===== config.mk =====
export PLATFORM = sky130hd
export DESIGN_NAME = i2s_tx
export DESIGN_NICKNAME = d
export VERILOG_FILES = /design/src/rtl/i2s_pkg.sv /design/src/rtl/i2s_bclk_gen.sv /design/src/rtl/i2s_tx.sv
export SDC_FILE = /design/constraint.sdc
export NUM_CORES = 1
export LEC_CHECK = 0
export ABC_AREA = 1
export BUFFER_PORTS_ARGS = -buffer_cell sky130_fd_sc_hd__buf_2
export CORE_ASPECT_RATIO = 1.1
export CORE_MARGIN = 8
export CORE_UTILIZATION = 50
export CTS_CLUSTER_SIZE = 8
export DETAILED_ROUTE_END_ITERATION = 16
export GPL_TIMING_DRIVEN = 0
export PLACE_DENSITY = 0.72
export SETUP_SLACK_MARGIN = 0.05
export SLEW_MARGIN = 20
export SYNTH_ARGS = -nofsm -noshare
export SYNTH_HDL_FRONTEND = slang
export SYNTH_SLANG_ARGS = --single-unit

===== constraint.sdc =====
create_clock -name clk -period 2.5 [get_ports clk]
set_input_delay 0 -clock clk [delete_from_list [all_inputs] [get_ports clk]]
set_output_delay 0 -clock clk [all_outputs]
set_load 0.02 [all_outputs]

===== src/rtl/i2s_pkg.sv =====
// i2s_pkg: shared I2S constants (slot width, WS polarity) and offset-binary MSB fix-up
package i2s_pkg;
  localparam int SLOT_WIDTH = 16;
  localparam logic WS_LEFT = 1'b0;
  localparam logic WS_RIGHT = 1'b1;
  function automatic logic msb_fix(input logic msb, input logic is_signed);
    return is_signed ? msb : ~msb;
  endfunction
endpackage


===== src/rtl/i2s_bclk_gen.sv =====
// i2s_bclk_gen: BCLK divider; in clk/reset/en, out bclk plus same-clk rise/fall strobes marking the edge about to be registered
module i2s_bclk_gen #(
  parameter int BCLK_DIV = 8
) (
  input  logic clk,
  input  logic reset,
  input  logic en,
  output logic bclk,
  output logic rise,
  output logic fall
);
  localparam int CW = BCLK_DIV > 1 ? $clog2(BCLK_DIV) : 1;
  logic [CW-1:0] div_cnt;
  logic tc;
  assign tc = div_cnt == CW'(BCLK_DIV - 1);
  assign rise = !reset && en && tc && !bclk;
  assign fall = !reset && en && tc && bclk;
  always_ff @(posedge clk) begin
    if (reset || !en) begin
      div_cnt <= '0;
      bclk <= 1'b0;
    end else begin
      div_cnt <= tc ? '0 : div_cnt + 1'b1;
      bclk <= bclk ^ tc;
    end
  end
endmodule


===== src/rtl/i2s_tx.sv =====
// i2s_tx: I2S master transmitter; in clk/reset/en/is_signed/sample_l/sample_r/sample_we, out sample_req/i2s_bclk/i2s_ws/i2s_data
module i2s_tx
  import i2s_pkg::*;
#(
  parameter int WIDTH = SLOT_WIDTH,
  parameter int BCLK_DIV = 8
) (
  input  logic             clk,
  input  logic             reset,
  input  logic             en,
  input  logic             is_signed,
  input  logic [WIDTH-1:0] sample_l,
  input  logic [WIDTH-1:0] sample_r,
  input  logic             sample_we,
  output logic             sample_req,
  output logic             i2s_bclk,
  output logic             i2s_ws,
  output logic             i2s_data
);
  localparam int PW = $clog2(2 * WIDTH);
  localparam logic [PW-1:0] PLAST = PW'(2 * WIDTH - 1);
  logic [WIDTH-1:0] hold_l, hold_r, next_l, next_r;
  logic [2*WIDTH-1:0] sr;
  logic [PW-1:0] p, p_next;
  logic fall, rise_unused;
  i2s_bclk_gen #(.BCLK_DIV(BCLK_DIV)) u_bclk (
    .clk(clk),
    .reset(reset),
    .en(en),
    .bclk(i2s_bclk),
    .rise(rise_unused),
    .fall(fall)
  );
  // a write in the load clk bypasses straight into the shift register
  assign next_l = sample_we ? sample_l : hold_l;
  assign next_r = sample_we ? sample_r : hold_r;
  assign p_next = p == PLAST ? '0 : p + 1'b1;
  always_ff @(posedge clk) begin
    if (reset) begin
      hold_l <= '0;
      hold_r <= '0;
    end else if (sample_we) begin
      hold_l <= sample_l;
      hold_r <= sample_r;
    end
  end
  always_ff @(posedge clk) begin
    if (reset || !en) begin
      p <= PLAST;
      sr <= '0;
      i2s_ws <= WS_LEFT;
      i2s_data <= 1'b0;
      sample_req <= 1'b0;
    end else begin
      sample_req <= fall && p_next == '0;
      if (fall) begin
        p <= p_next;
        i2s_ws <= p_next >= PW'(WIDTH) ? WS_RIGHT : WS_LEFT;
        i2s_data <= sr[2*WIDTH-1];
        sr <= p_next == '0
          ? {msb_fix(next_l[WIDTH-1], is_signed), next_l[WIDTH-2:0],
             msb_fix(next_r[WIDTH-1], is_signed), next_r[WIDTH-2:0]}
          : sr << 1;
      end
    end
  end
endmodule


==> After elaboration in Yosys (flattened, before gate mapping) <==
Index checks and enable logic that the tools add are counted.
Widths: inputs -> output; s select.
{ "word_totals": {"out_inout_bits": 4, "input_bits": 37, "reg_bits": 76, "elab_cells": 33} }
{ "classes": {"n_bitwise": 3, "n_lt_le_gt_ge": 1, "eq_ne": 2, "reduce_logical": 9, "addsub": 2, "mux": 7} }
{ "ops": {"columns": ["cell", "n"], "rows": [
  ["$mux 16", 2],
  ["$mux 32", 1],
  ["$add 5x1->5 const B", 1],
  ["$eq 5x5->1 const B", 1],
  ["$ge 5x5->1 const B", 1],
  ["$logic_not 5->1", 1],
  ["$mux 5", 1],
  ["$logic_and 1x1->1", 4],
  ["$add 3x1->3 const B", 1],
  ["$eq 3x3->1 const B", 1],
  ["$mux 1", 3],
  ["$logic_not 1->1", 2],
  ["$not 1->1", 2],
  ["$reduce_or 2->1", 1],
  ["$logic_or 1x1->1", 1],
  ["$xor 1x1->1", 1]
]} }

==> Longest topological paths before layout <==
Gate-level depths: netlist of the first run.
{ "depth": {"ltp_word": 5, "mapped_depth": 14, "depth_no_buf": 13} }

==> By module <==
A second synthesis of the first run with hierarchy kept.
{ "hier_totals": {"hier_cells": 480, "area_unflattened_um2": 3355.7} }
{ "by_module_without_submodules": {"columns": ["module", "seq_area_each_um2", "area_each_um2", "cells_per_inst", "n_inst"], "rows": [
  ["i2s_tx", 1441.4, 3175.5, 459, 1],
  ["i2s_bclk_gen", 80.1, 180.2, 21, 1]
]} }

==> Least setup slack after synthesis of the first run <==
No wires, ideal clock.
{ "synth_path": {"path_type": "register -> register", "start": "reg p[0]", "end": "reg sr[22]", "stages_incl_launch_ff": 14, "setup_ns": 0.109, "synth_period_minus_slack_ns": 1.805, "t_required_ns": 2.391, "n_path_buf": 1, "path_slack_ns": 0.695, "arrival_ns": 1.696, "cell_sequence": "dfxtp_1 > ha_1 > nand2_1 > nor2_1 > ha_1 > inv_1 > nand2_1 > nor2_8 > nand2_4 > buf_6 > nand2_1 > nand3_1 > nand2_1 > inv_1"} }
{ "synth_between": {"elab_chain_cells": 4, "elab_cells_between_ends": 5, "cone_classes": "add/sub (1); eq/ne (1); mux (2); reduce/logical (1)"} }
{ "synth_lines": {"columns": ["item", "line", "text"], "rows": [
  ["from (decl)", "i2s_tx.sv:24", "logic [PW-1:0] p, p_next;"],
  ["from (signal assigned)", "i2s_tx.sv:57", "p <= p_next;"],
  ["$add 5x1->5 / $eq 5x5->1 (equally long branches)", "i2s_tx.sv:37", "assign p_next = p == PLAST ? '0 : p + 1'b1;"],
  ["$mux 5 (*)", "i2s_tx.sv:37", null],
  ["via p_next[4]", "i2s_tx.sv:24", null],
  ["$logic_not 5->1 (*)", "i2s_tx.sv:60", "sr <= p_next == '0"],
  ["$mux 32 (*)", "i2s_tx.sv:61", "? {msb_fix(next_l[WIDTH-1], is_signed), next_l[WIDTH-2:0],"],
  ["to (signal assigned)", "i2s_tx.sv:60", null],
  ["to (decl)", "i2s_tx.sv:23", "logic [2*WIDTH-1:0] sr;"]
]} }
The timed path passes the listed nets; every way through them passes the cells marked *.
A chain may end at the register's enable or synchronous reset.

==> Worst setup path in the final report of the first run <==
{ "layout_path": {"start": "reg p[0]", "end": "reg sr[18]"} }
The elaborated chain is that of the path after synthesis.

==> results of run 1 <==
==> Yosys cell counts, drive strengths merged, types with 2 or more instances <==
master	number	area, µm²
nand2	105	404
dfxtp	76	1520
nand3	57	298
nor2	49	240
o21ai	40	200
inv	39	146
a21oi	24	120
buf	20	148
or2	16	100
a21boi	6	45.0
clkbuf	6	22.5
ha	4	50.1
o21a	2	15.0
==> state kept, by name, indices dropped and copies added, names as in the netlist <==
signal          count
p                   5
u_bclk.bclk         1
sample_req          1
i2s_ws              1
u_bclk.div_cnt      3
sr                 32
i2s_data            1
hold_l             16
hold_r             16
==> final cells by class <==
| cell class | instances | area, µm² | share of cell area (%) |
|---|---|---|---|
| plain buffers | 26 | 170 | 4.11 |
| clock buffers | 14 | 143 | 3.44 |
| clock inverters | 2 | 35.0 | 0.845 |
| inverters | 39 | 146 | 3.53 |
| multi-input cells | 309 | 1520 | 36.7 |
| flip-flops and latches | 76 | 1520 | 36.7 |
| well taps | 82 | 103 | 2.48 |
| repair buffers | 70 | 505 | 12.2 |
==> through the flow <==
stage,util (%),power [W],setup slack (ps),instances
floorplan,-,0.00140,695,450
CTS,63.1,0.00237,467,617
detailed placement,55.8,0.00146,495,571
global route,63.2,0.00246,248,618
global placement,55.8,0.00146,531,571
finish,63.2,0.00235,473,618
==> power by group through the flow <==
stage / clock, W / sequential, W / combinational, W
after global routing: 0.000955 / 0.00125 / 0.000252
final: 0.000879 / 0.00125 / 0.000225
after CTS: 0.000899 / 0.00125 / 0.000220
after floorplan: 0 / 0.00128 / 0.000123
after detailed placement: 0 / 0.00128 / 0.000184
after global placement: 0 / 0.00128 / 0.000181
==> how the worst max path moves through the flow <==
stage	startpoint	to	slack (ps)
finish	p[0]	sr[18]	470
CTS	p[0]	sr[29]	470
detailed placement	p[0]	sr[2]	500
global route	p[0]	sr[18]	250
global placement	p[0]	sr[29]	530
floorplan	p[0]	sr[22]	690
==> cell families after synthesis <==
kind of cell,after synthesis,share of synthesized area (%)
compound gates,76,12.3
mux,1,0.298
simple gates,228,31.2
buf+inv,65,9.43
fa+ha+maj,4,1.49
flops,76,45.3
==> repair_timing <==
| item | in CTS | in global routing |
|---|---|---|
| hold buffers | 30 | 1 |
| resized for setup | 0 | 0 |
| endpoints found under the hold margin | 29 | 1 |
| buffers inserted | 0 | 0 |
==> critical path: cells and delay by family, from the launching register on <==
kind            cells  cell delay, ps
compound gates      1              70
fa+ha+maj           2             450
buf+inv             2             260
flops               1             400
simple gates        6             720
==> layer usage <==
metal | wire (µm) | up-vias | part of all wire (%)
met4 | 119 | 0 | 1.5
met5 | 0 | - | 0
li1 | - | 1604 | -
met2 | 3940 | 70 | 48
met3 | 357 | 11 | 4.4
met1 | 3730 | 1408 | 46
==> qor.yml, run 1 <==
vias_per_cell: 5.00
vias: 3093
cts_tree: "built"
hold_depth: 3
die_width_um: 94.1
p_int_w: 0.00182
grt_pass1_wl_mm: 14.0
dp_hpwl_mm: 5.71
p_comb_share_pct: 9.5
worstPathRequired_ps: 2710
rows: 31
grt_start_max_net_pins: 12
cpMaxStageDelayCell: "dfxtp_1"
drtAntennaViolNets: 0
drc: 0
ys_ff_latch: 76
final_common_cell: "nand2_1"
rrSetupSlack_ps: 470
rr_endpoint: "sr[18]"
fmax_mhz: 493
clockRootBuffer: "clkbuf_8"
place.gp.congestion: 0.891
grt.busiest_layer: "met2"
grt_use_met3_pct: 3.45
finalCritPeriodShare_pct: 81.1
rr_startpoint: "p[0]"
place_area_um2: 3660
setup_viol: 0
tns_ps: 0
cts_sinks: 76
synth_cell_types: 31
nets: 572
grt_pass1_vias: 3129
ys_warn_count: 0
grtUsageMet1_pct: 22.4
rsz0062_at_grt: "false"
design_area_um2: 4140
overflow: 0
synth_edf_count: 0
hold_end: "hold_r[14]"
status: "finished, final reports clean"
antenna_found_initial: 0
num_io_pins: 41
drt-pass1-iter-count: 4
cp-end-kind: "flop"
drive_above_1_share_pct: 17.5
grt_util_met2_pct: 30.4
slowest_delay_ps: 400
power_density_nw_per_um2: 568
arrival_ps: 2240
crit_chain: "ha_1 -> nand2_1 -> nor2_1 -> ha_1 -> inv_1 -> nand2_1 -> nor2_8 -> buf_6 -> nand3_1 -> nand3_1 -> o21ai_0"
die-area_um2: 9600
path_clk_slew_ps: 70
die_y_um: 102
cts_inserted_buffers: 9
power.share.clock_pct: 37.4
hold_violations: 0
final_cell_mix: "nand2_1, dfxtp_1, nand3_1, buf_2, nor2_1"
cap_violations: 0
cp-start-kind: "flop"
min_from: "sample_r[14]"
timing.hold.ws_ps: 7.26
switching_share_pct: 22.9
r2r_cells: 11
numPortBuffers: 39
p_seq_share_pct: 53.1
critical_path_class: "reg -> reg"
final.setup_skew_ps: 8.57
fillerInstances: 617
core-area_um2: 6560
h-tree-depth: 3
hold_path_class: "in -> reg"
antennaDiodeCount: 0
syn_area_per_cell_um2: 7.46
start_util_pct: 51.2
p_leak_nw: 1.89
grt_use_total_pct: 18.3
synthArstFlopShare_pct: 0
synth_fp_nets: 491
wirelength_mm: 8.15
max_slew_margin_pct: 66.3
synth_area_um2: 3360
worstMarginPinSlew_ps: 506
crit_fanout: 10
routedWlPerCell_um: 13.2
p_sw_w: 0.000539
drtIter0Drc: 194
min_period_ps: 2030
area_growth_pct: 23.4
finalMaxSlewViolations: 0
vdd_drop_max_v: 0.000371
synthCells: 450
ys_seq_area_share_pct: 45.3
clk_latency_ps: 340
clockBufferDepth: 2
ys.flop_type: "dfxtp_1"
Power figures use the tool's default switching activity.
==> run 2, diff against run 1 <==
--- a/config.mk
+++ b/config.mk
@@ -5,7 +5,7 @@
 export SDC_FILE = /design/constraint.sdc
 export NUM_CORES = 1
 export LEC_CHECK = 0
-export ABC_AREA = 1
+export ABC_AREA = 0
 export BUFFER_PORTS_ARGS = -buffer_cell sky130_fd_sc_hd__buf_2
 export CORE_ASPECT_RATIO = 1.1
 export CORE_MARGIN = 8
@@ -13,7 +13,7 @@
 export CTS_CLUSTER_SIZE = 8
 export DETAILED_ROUTE_END_ITERATION = 16
 export GPL_TIMING_DRIVEN = 0
-export PLACE_DENSITY = 0.72
+export PLACE_DENSITY = 0.75
 export SETUP_SLACK_MARGIN = 0.05
 export SLEW_MARGIN = 20
 export SYNTH_ARGS = -nofsm -noshare
==> constraint.sdc (replaced) <==
create_clock -name clk -period 1.8 [get_ports clk]
set_input_delay 0 -clock clk [delete_from_list [all_inputs] [get_ports clk]]
set_output_delay 0 -clock clk [all_outputs]
set_load 0.02 [all_outputs]
==> run 2 against run 1 <==
Against the previous run: the flow now finishes with violations (negative setup slack); non-clock buffer count grew 17; combinational power up 17%; global-route usage increased by 0.64 points; largest power group unchanged.
==> qor.yml, run 2 <==
status: "finished with violations"
violations: "negative setup slack"
crit_chain: "ha_4 -> and3_4 -> ha_4 -> nor2b_4 -> o21a_1 -> buf_6 -> buf_6 -> clkbuf_16 -> a21oi_1 -> a21oi_1"
vias_per_cell: 5.75  # +15%
synthArstFlopShare_pct: 0  # unchanged
cp.depth: 10  # -1
design_area_um2: 4490  # +8.3%
clockBufferDepth: 2  # unchanged
numPortBuffers: 38  # -2.6%
yosysMostFrequentCell: "dfxtp_1"
tns_ps: -58.5  # -58.5 ps
cts_sinks: 76  # unchanged
antennaDiodeCount: 0  # unchanged
ys_seq_area_share_pct: 45.1  # -0.20 points
syn_area_per_cell_um2: 8.88  # +19%
vias: 3185  # +3.0%
rsz0062_at_grt: "true"
yosys.area.top_type: "dfxtp_1"
cp-start-kind: "flop"
top_register: "sr"
final_common_cell: "dfxtp_1"
power.share.clock_pct: 39.0  # +1.6 points
num_io_pins: 41  # unchanged
nets: 509  # -11%
power_density_nw_per_um2: 729  # +28%
p_sw_w: 0.000754  # +40%
timing.hold.ws_ps: 10.9  # +3.66 ps
cts_tree: "built"
synth_cell_types: 27  # -13%
grt_pass1_vias: 3123  # -0.19%
p_int_w: 0.00252  # +39%
dp_hpwl_mm: 5.80  # +1.5%
rows: 31  # unchanged
grt_start_max_net_pins: 13  # +1
final_cell_mix: "dfxtp_1, a21oi_1, buf_2, nor2_1"
synthCells: 380  # -16%
critPathBufInv: 3  # +1
grt_use_total_pct: 18.9  # +0.64 points
overflow: 0  # unchanged
drtAntennaViolNets: 0  # unchanged
fmax_mhz: 541  # +9.7%
hold_violations: 0  # unchanged
place_area_um2: 3740  # +2.4%
synth_edf_count: 0  # unchanged
vdd_drop_max_v: 0.000440  # +19%
ys.flop_type: "dfxtp_1"
setup_viol: 3  # +3
crit_fanout: 7  # -3
h-tree-depth: 3  # unchanged
place_ws_ps: -240  # -736 ps
wirelength_mm: 8.87  # +8.9%
slowest_delay_ps: 360  # -40 ps
worstMarginPinSlew_ps: 505  # -1.27 ps
yosysTopAreaCellShare_pct: 45.1  # -0.20 points
die-area_um2: 9630  # +0.37%
routedWlPerCell_um: 16.0  # +21%
ys_ff_latch: 76  # unchanged
switching_share_pct: 23.1  # +0.14 points
synth.area.top_cells: "dfxtp_1, mux2i_1, a21oi_1"
reg_top3: "sr: 32 flops, hold_l: 16 flops, hold_r: 16 flops"
cp_top_family: "adder cells"
finalMaxSlewViolations: 0  # unchanged
hold_path_class: "in -> reg"
worstPathRequired_ps: 2040  # -670 ps
start_util_pct: 51.5  # +0.23 points
clockRootBuffer: "clkbuf_8"
cap_violations: 0  # unchanged
drtIter0Drc: 154  # -21%
drive_above_1_share_pct: 25.0  # +7.5 points
min_period_ps: 1850  # -180 ps
ys_top_cells_by_count: "dfxtp_1, a21oi_1, nor2_1"
p_seq_share_pct: 53.0  # about the same
grt_pass1_wl_mm: 14.5  # +3.4%
max_slew_margin_pct: 66.4  # +0.085 points
drt-pass1-iter-count: 4  # unchanged
path_clk_slew_ps: 80  # about the same
cts_inserted_buffers: 9  # unchanged
p_comb_share_pct: 8.1  # -1.4 points
arrival_ps: 2090  # -150 ps
antenna_found_initial: 0  # unchanged
synth_area_um2: 3370  # +0.45%
clk_latency_ps: 350  # about the same
r2r_cells: 10  # -1
p_leak_nw: 1.86  # -1.7%
final.setup_skew_ps: 5.24  # -3.33 ps
die_width_um: 94.3  # +0.19%
area_growth_pct: 33.0
core-area_um2: 6560  # unchanged
finalCritPeriodShare_pct: 103  # +22 points
largest_reg_flops: 32  # unchanged
hold_depth: 2  # -1
fin_ws_ps: -47.7  # -520 ps
place.gp.congestion: 0.809  # -9.2%
drc: 0  # unchanged
die_y_um: 102  # +0.19%
cpMaxStageDelayCell: "dfxtp_4"
cp-end-kind: "flop"
critical_path_class: "reg -> reg"
ys_warn_count: 0  # unchanged
power_w: 0.00327  # +39%
synth_fp_nets: 421  # -14%
run 2: cell count changes after synthesis, moves of 7 or more:
cell / before / now
nand2_1: 103 / 16
nand3_1: 56 / 31
buf_6: 7 / 0
a21oi_1: 24 / 63
mux2i_1: 1 / 32
or2_2: 15 / 0
o21ai_0: 25 / 32
inv_1: 36 / 0
buf_2: 10 / 23
nor2_1: 45 / 38
a41o_1: 0 / 29
o21ai_1: 15 / 0
run 2: logic make-up after synthesis:
kind of cell	count (synthesis)	synth area share (%)
compound gates	129	23.8
xor+xnor	3	0.779
fa+ha+maj	4	1.48
buf+inv	36	5.19
flops	76	45.1
mux	34	10.5
simple gates	98	13.1
run 2: power groups by stage:
| stage | registers (W) | clock network, W | logic [W] |
|---|---|---|---|
| floorplan | 0.00177 | 0 | 0.000132 |
| global placement | 0.00177 | 0 | 0.000203 |
| detailed placement | 0.00178 | 0 | 0.000207 |
| CTS | 0.00173 | 0.00129 | 0.000261 |
| global route | 0.00174 | 0.00137 | 0.000290 |
| finish | 0.00173 | 0.00127 | 0.000264 |
run 2: worst paths after layout:
path / start / end / slack [ps]
worst max-delay path: p[1] / sr[12] / -50
worst min-delay path: reset / hold_l[15] / 10
worst max register to register: p[1] / sr[12] / -50
worst min register to register: u_bclk.div_cnt[0] / u_bclk.div_cnt[0] / 430
run 2: timing repair:
action | CTS | global route
endpoints found under the hold margin | 32 | 0
setup endpoints to repair | 38 | 35
pin swaps | 2 | 3
gates cloned | 0 | 1
setup buffers | 5 | 1
gates resized for setup | 19 | 34
hold buffers | 32 | 0
run 2: through the flow:
| stage | utilization (%) | cells |
|---|---|---|
| 2_1_floorplan | - | 380 |
| 3_3_place_gp | 57.1 | 500 |
| 3_5_place_dp | 57.1 | 500 |
| 4_1_cts | 66.5 | 552 |
| 5_1_grt | 68.4 | 554 |
| 6_report | 68.4 | 554 |
run 2: cell type report:
class                           instances  area [µm²]
Timing Repair Buffer                   77         593
Multi-Input combinational cell        268        1790
Tap cell                               82         103
Buffer                                 36         278
Sequential cell                        76        1530
Clock inverter                          5        52.6
Fill cell                             486        2070
Clock buffer                           10         138
run 2: layer usage:
metal / GRT usage (%) / wire length [µm]
met2: 32.1 / 4480
met4: 7.20 / 153
met5: 0 / 0
met1: 22.0 / 3770
met3: 5.22 / 471
==> run 3, diff against run 2 <==
--- a/config.mk
+++ b/config.mk
@@ -5,8 +5,9 @@
 export SDC_FILE = /design/constraint.sdc
 export NUM_CORES = 1
 export LEC_CHECK = 0
-export ABC_AREA = 0
+export ABC_AREA = 1
 export BUFFER_PORTS_ARGS = -buffer_cell sky130_fd_sc_hd__buf_2
+export CAP_MARGIN = 20
 export CORE_ASPECT_RATIO = 1.1
 export CORE_MARGIN = 8
 export CORE_UTILIZATION = 50
==> run 3 against run 2 <==
Against the previous run: the run now ends clean; first-iteration DRC count increased by 12%; maximum frequency increased by 2.9%; count of clock-buffer cells in the layout increased by 4; clock power down 7%; power down 0.81%; highest routed layer unchanged; largest power group unchanged; critical path type unchanged.
==> qor.yml, run 3 (synthesized netlist as in run 1, its figures left out) <==
r2r_cells: 13  # +3
worstPathRequired_ps: 2030  # about the same
dp_hpwl_mm: 5.80  # about the same
max_slew_margin_pct: 68.7  # +2.3 points
grt_use_total_pct: 19.1  # +0.17 points
vias_per_cell: 5.30  # -7.7%
h-tree-depth: 3  # unchanged
cp-end-kind: "flop"
routedWlPerCell_um: 14.9  # -6.8%
status: "finished, final reports clean"
fmax_mhz: 557  # +2.9%
worstMarginPinSlew_ps: 470  # -34.3 ps
rows: 31  # unchanged
drc: 0  # unchanged
place_ws_ps: -117  # +123 ps
min_from: "sample_r[5]"
cp-start-kind: "flop"
die-area_um2: 9600  # -0.37%
top_register: "sr"
power_w: 0.00324  # -0.81%
cap_violations: 0  # unchanged
drtAntennaViolNets: 0  # unchanged
rrSetupSlack_ps: 5  # +50 ps
cts_inserted_buffers: 9  # unchanged
arrival_ps: 2030  # -60 ps
wirelength_mm: 9.42  # +6.2%
grtUsageMet1_pct: 22.4  # +0.40 points
hold_path_class: "in -> reg"
grt_pass1_vias: 3210  # +2.8%
setup_viol: 0  # -3
path_clk_slew_ps: 80  # about the same
finalMaxSlewViolations: 0  # unchanged
num_io_pins: 41  # unchanged
vdd_drop_max_v: 0.000488  # +11%
critical_path_class: "reg -> reg"
p_leak_nw: 2.06  # +11%
crit_path_start: "p[1]"
core-area_um2: 6560  # unchanged
hold_end: "hold_r[5]"
grt_start_max_net_pins: 12  # -1
fillerInstances: 532  # +9.5%
cts_tree: "built"
area_growth_pct: 34.4
antennaDiodeCount: 0  # unchanged
rr_endpoint: "sr[17]"
rr_startpoint: "p[1]"
rsz0062_at_grt: "true"
antenna_found_initial: 0  # unchanged
hold_depth: 3  # +1
drive_above_1_share_pct: 27.5  # +2.5 points
final.setup_skew_ps: 12.2  # +6.99 ps
die_width_um: 94.1  # -0.19%
grt_pass1_wl_mm: 14.7  # +1.3%
power_density_nw_per_um2: 719  # -1.4%
fin_ws_ps: 4.91  # +52.6 ps
grt.busiest_layer: "met2"
tns_ps: 0  # +58.5 ps
place.gp.congestion: 0.874  # +7.9%
crit_fanout: 5  # -2
clockBufferDepth: 2  # unchanged
cts_sinks: 76  # unchanged
die_y_um: 102  # -0.19%
start_util_pct: 51.2  # -0.23 points
finalCritPeriodShare_pct: 99.7  # -2.9 points
nets: 586  # +15%
clk_latency_ps: 350  # about the same
clockRootBuffer: "clkbuf_8"
numPortBuffers: 39  # +2.6%
grt_use_met3_pct: 4.63  # -0.59 points
reg_top3: "sr: 32 flops, hold_l: 16 flops, hold_r: 16 flops"
overflow: 0  # unchanged
drtIter0Drc: 172  # +12%
final_cell_mix: "nand2_1, dfxtp_1, buf_2, nor2_1, nand3_1"
timing.hold.ws_ps: 17.6  # +6.67 ps
vias: 3347  # +5.1%
largest_reg_flops: 32  # unchanged
min_period_ps: 1800  # -52.6 ps
final_common_cell: "nand2_1"
drt-pass1-iter-count: 5  # +1
grt_util_met2_pct: 33.0  # +0.91 points
hold_violations: 0  # unchanged
run 3: cell count changes in the layout (fill, tap and decap cells not counted), sizes merged, moves of 25 or more:
cell / change
mux2i: -32
nand3: +25
inv: +38
nand2: +89
a41o: -29
a21oi: -39
run 3: layout make-up:
class / count / area [µm²] / area share (%)
clock buffer: 14 / 163 / 3.61
sequential: 76 / 1530 / 33.9
buffer: 26 / 188 / 4.16
inverter: 39 / 153 / 3.38
clock inverter: 1 / 7.51 / 0.166
multi-input combinational: 310 / 1730 / 38.4
timing repair buffer: 83 / 636 / 14.1
tap: 82 / 103 / 2.27
run 3: worst max path at each step:
| stage | endpoint | slack [ps] | depth (start not counted) |
|---|---|---|---|
| global route | sr[10] | -80 | 13 |
| global placement | sr[29] | -90 | 11 |
| floorplan | sr[22] | 60 | 13 |
| finish | sr[17] | 5 | 13 |
| CTS | sr[28] | 20 | 13 |
| detailed placement | sr[28] | -120 | 13 |
run 3: metrics by stage:
stage               std cells  instance area [µm²]  util [%]
floorplan                 450                 3360         -
CTS                       623                 4280      65.3
global route              631                 4510      68.8
detailed placement        571                 3660      55.9
finish                    631                 4510      68.8
global placement          571                 3660      55.9
run 3: per-layer routing:
layer | share of wire, % | vias to the layer above
met5 | 0 | -
met1 | 42 | 1581
met4 | 1.6 | 0
met2 | 51 | 111
met3 | 6.0 | 16
li1 | - | 1639
run 3: timing repair:
| action | 4_1_cts | 5_1_grt |
|---|---|---|
| endpoints found under the setup margin | 35 | 36 |
| hold buffers | 31 | 0 |
| setup buffers | 5 | 4 |
| pin swaps | 11 | 17 |
| resized for setup | 29 | 34 |
| endpoints found under the hold margin | 29 | 0 |
| cloned | 1 | 4 |
run 3: where the power goes:
group	internal, W	switching [W]
Sequential	0.00172	0.0000107
Combinational	0.000159	0.000175
Clock	0.000572	0.000606
run 3: worst max-delay path, stage by stage, from the launching register on:
cell,delay [ps]
dfxtp_4,350
ha_4,170
nand2_4,70
nor2_4,40
ha_4,160
inv_2,60
nand2_2,60
nor2_4,200
nor2_8,100
nand2_4,120
buf_6,150
nand2_1,70
nand3_1,70
o21ai_1,60
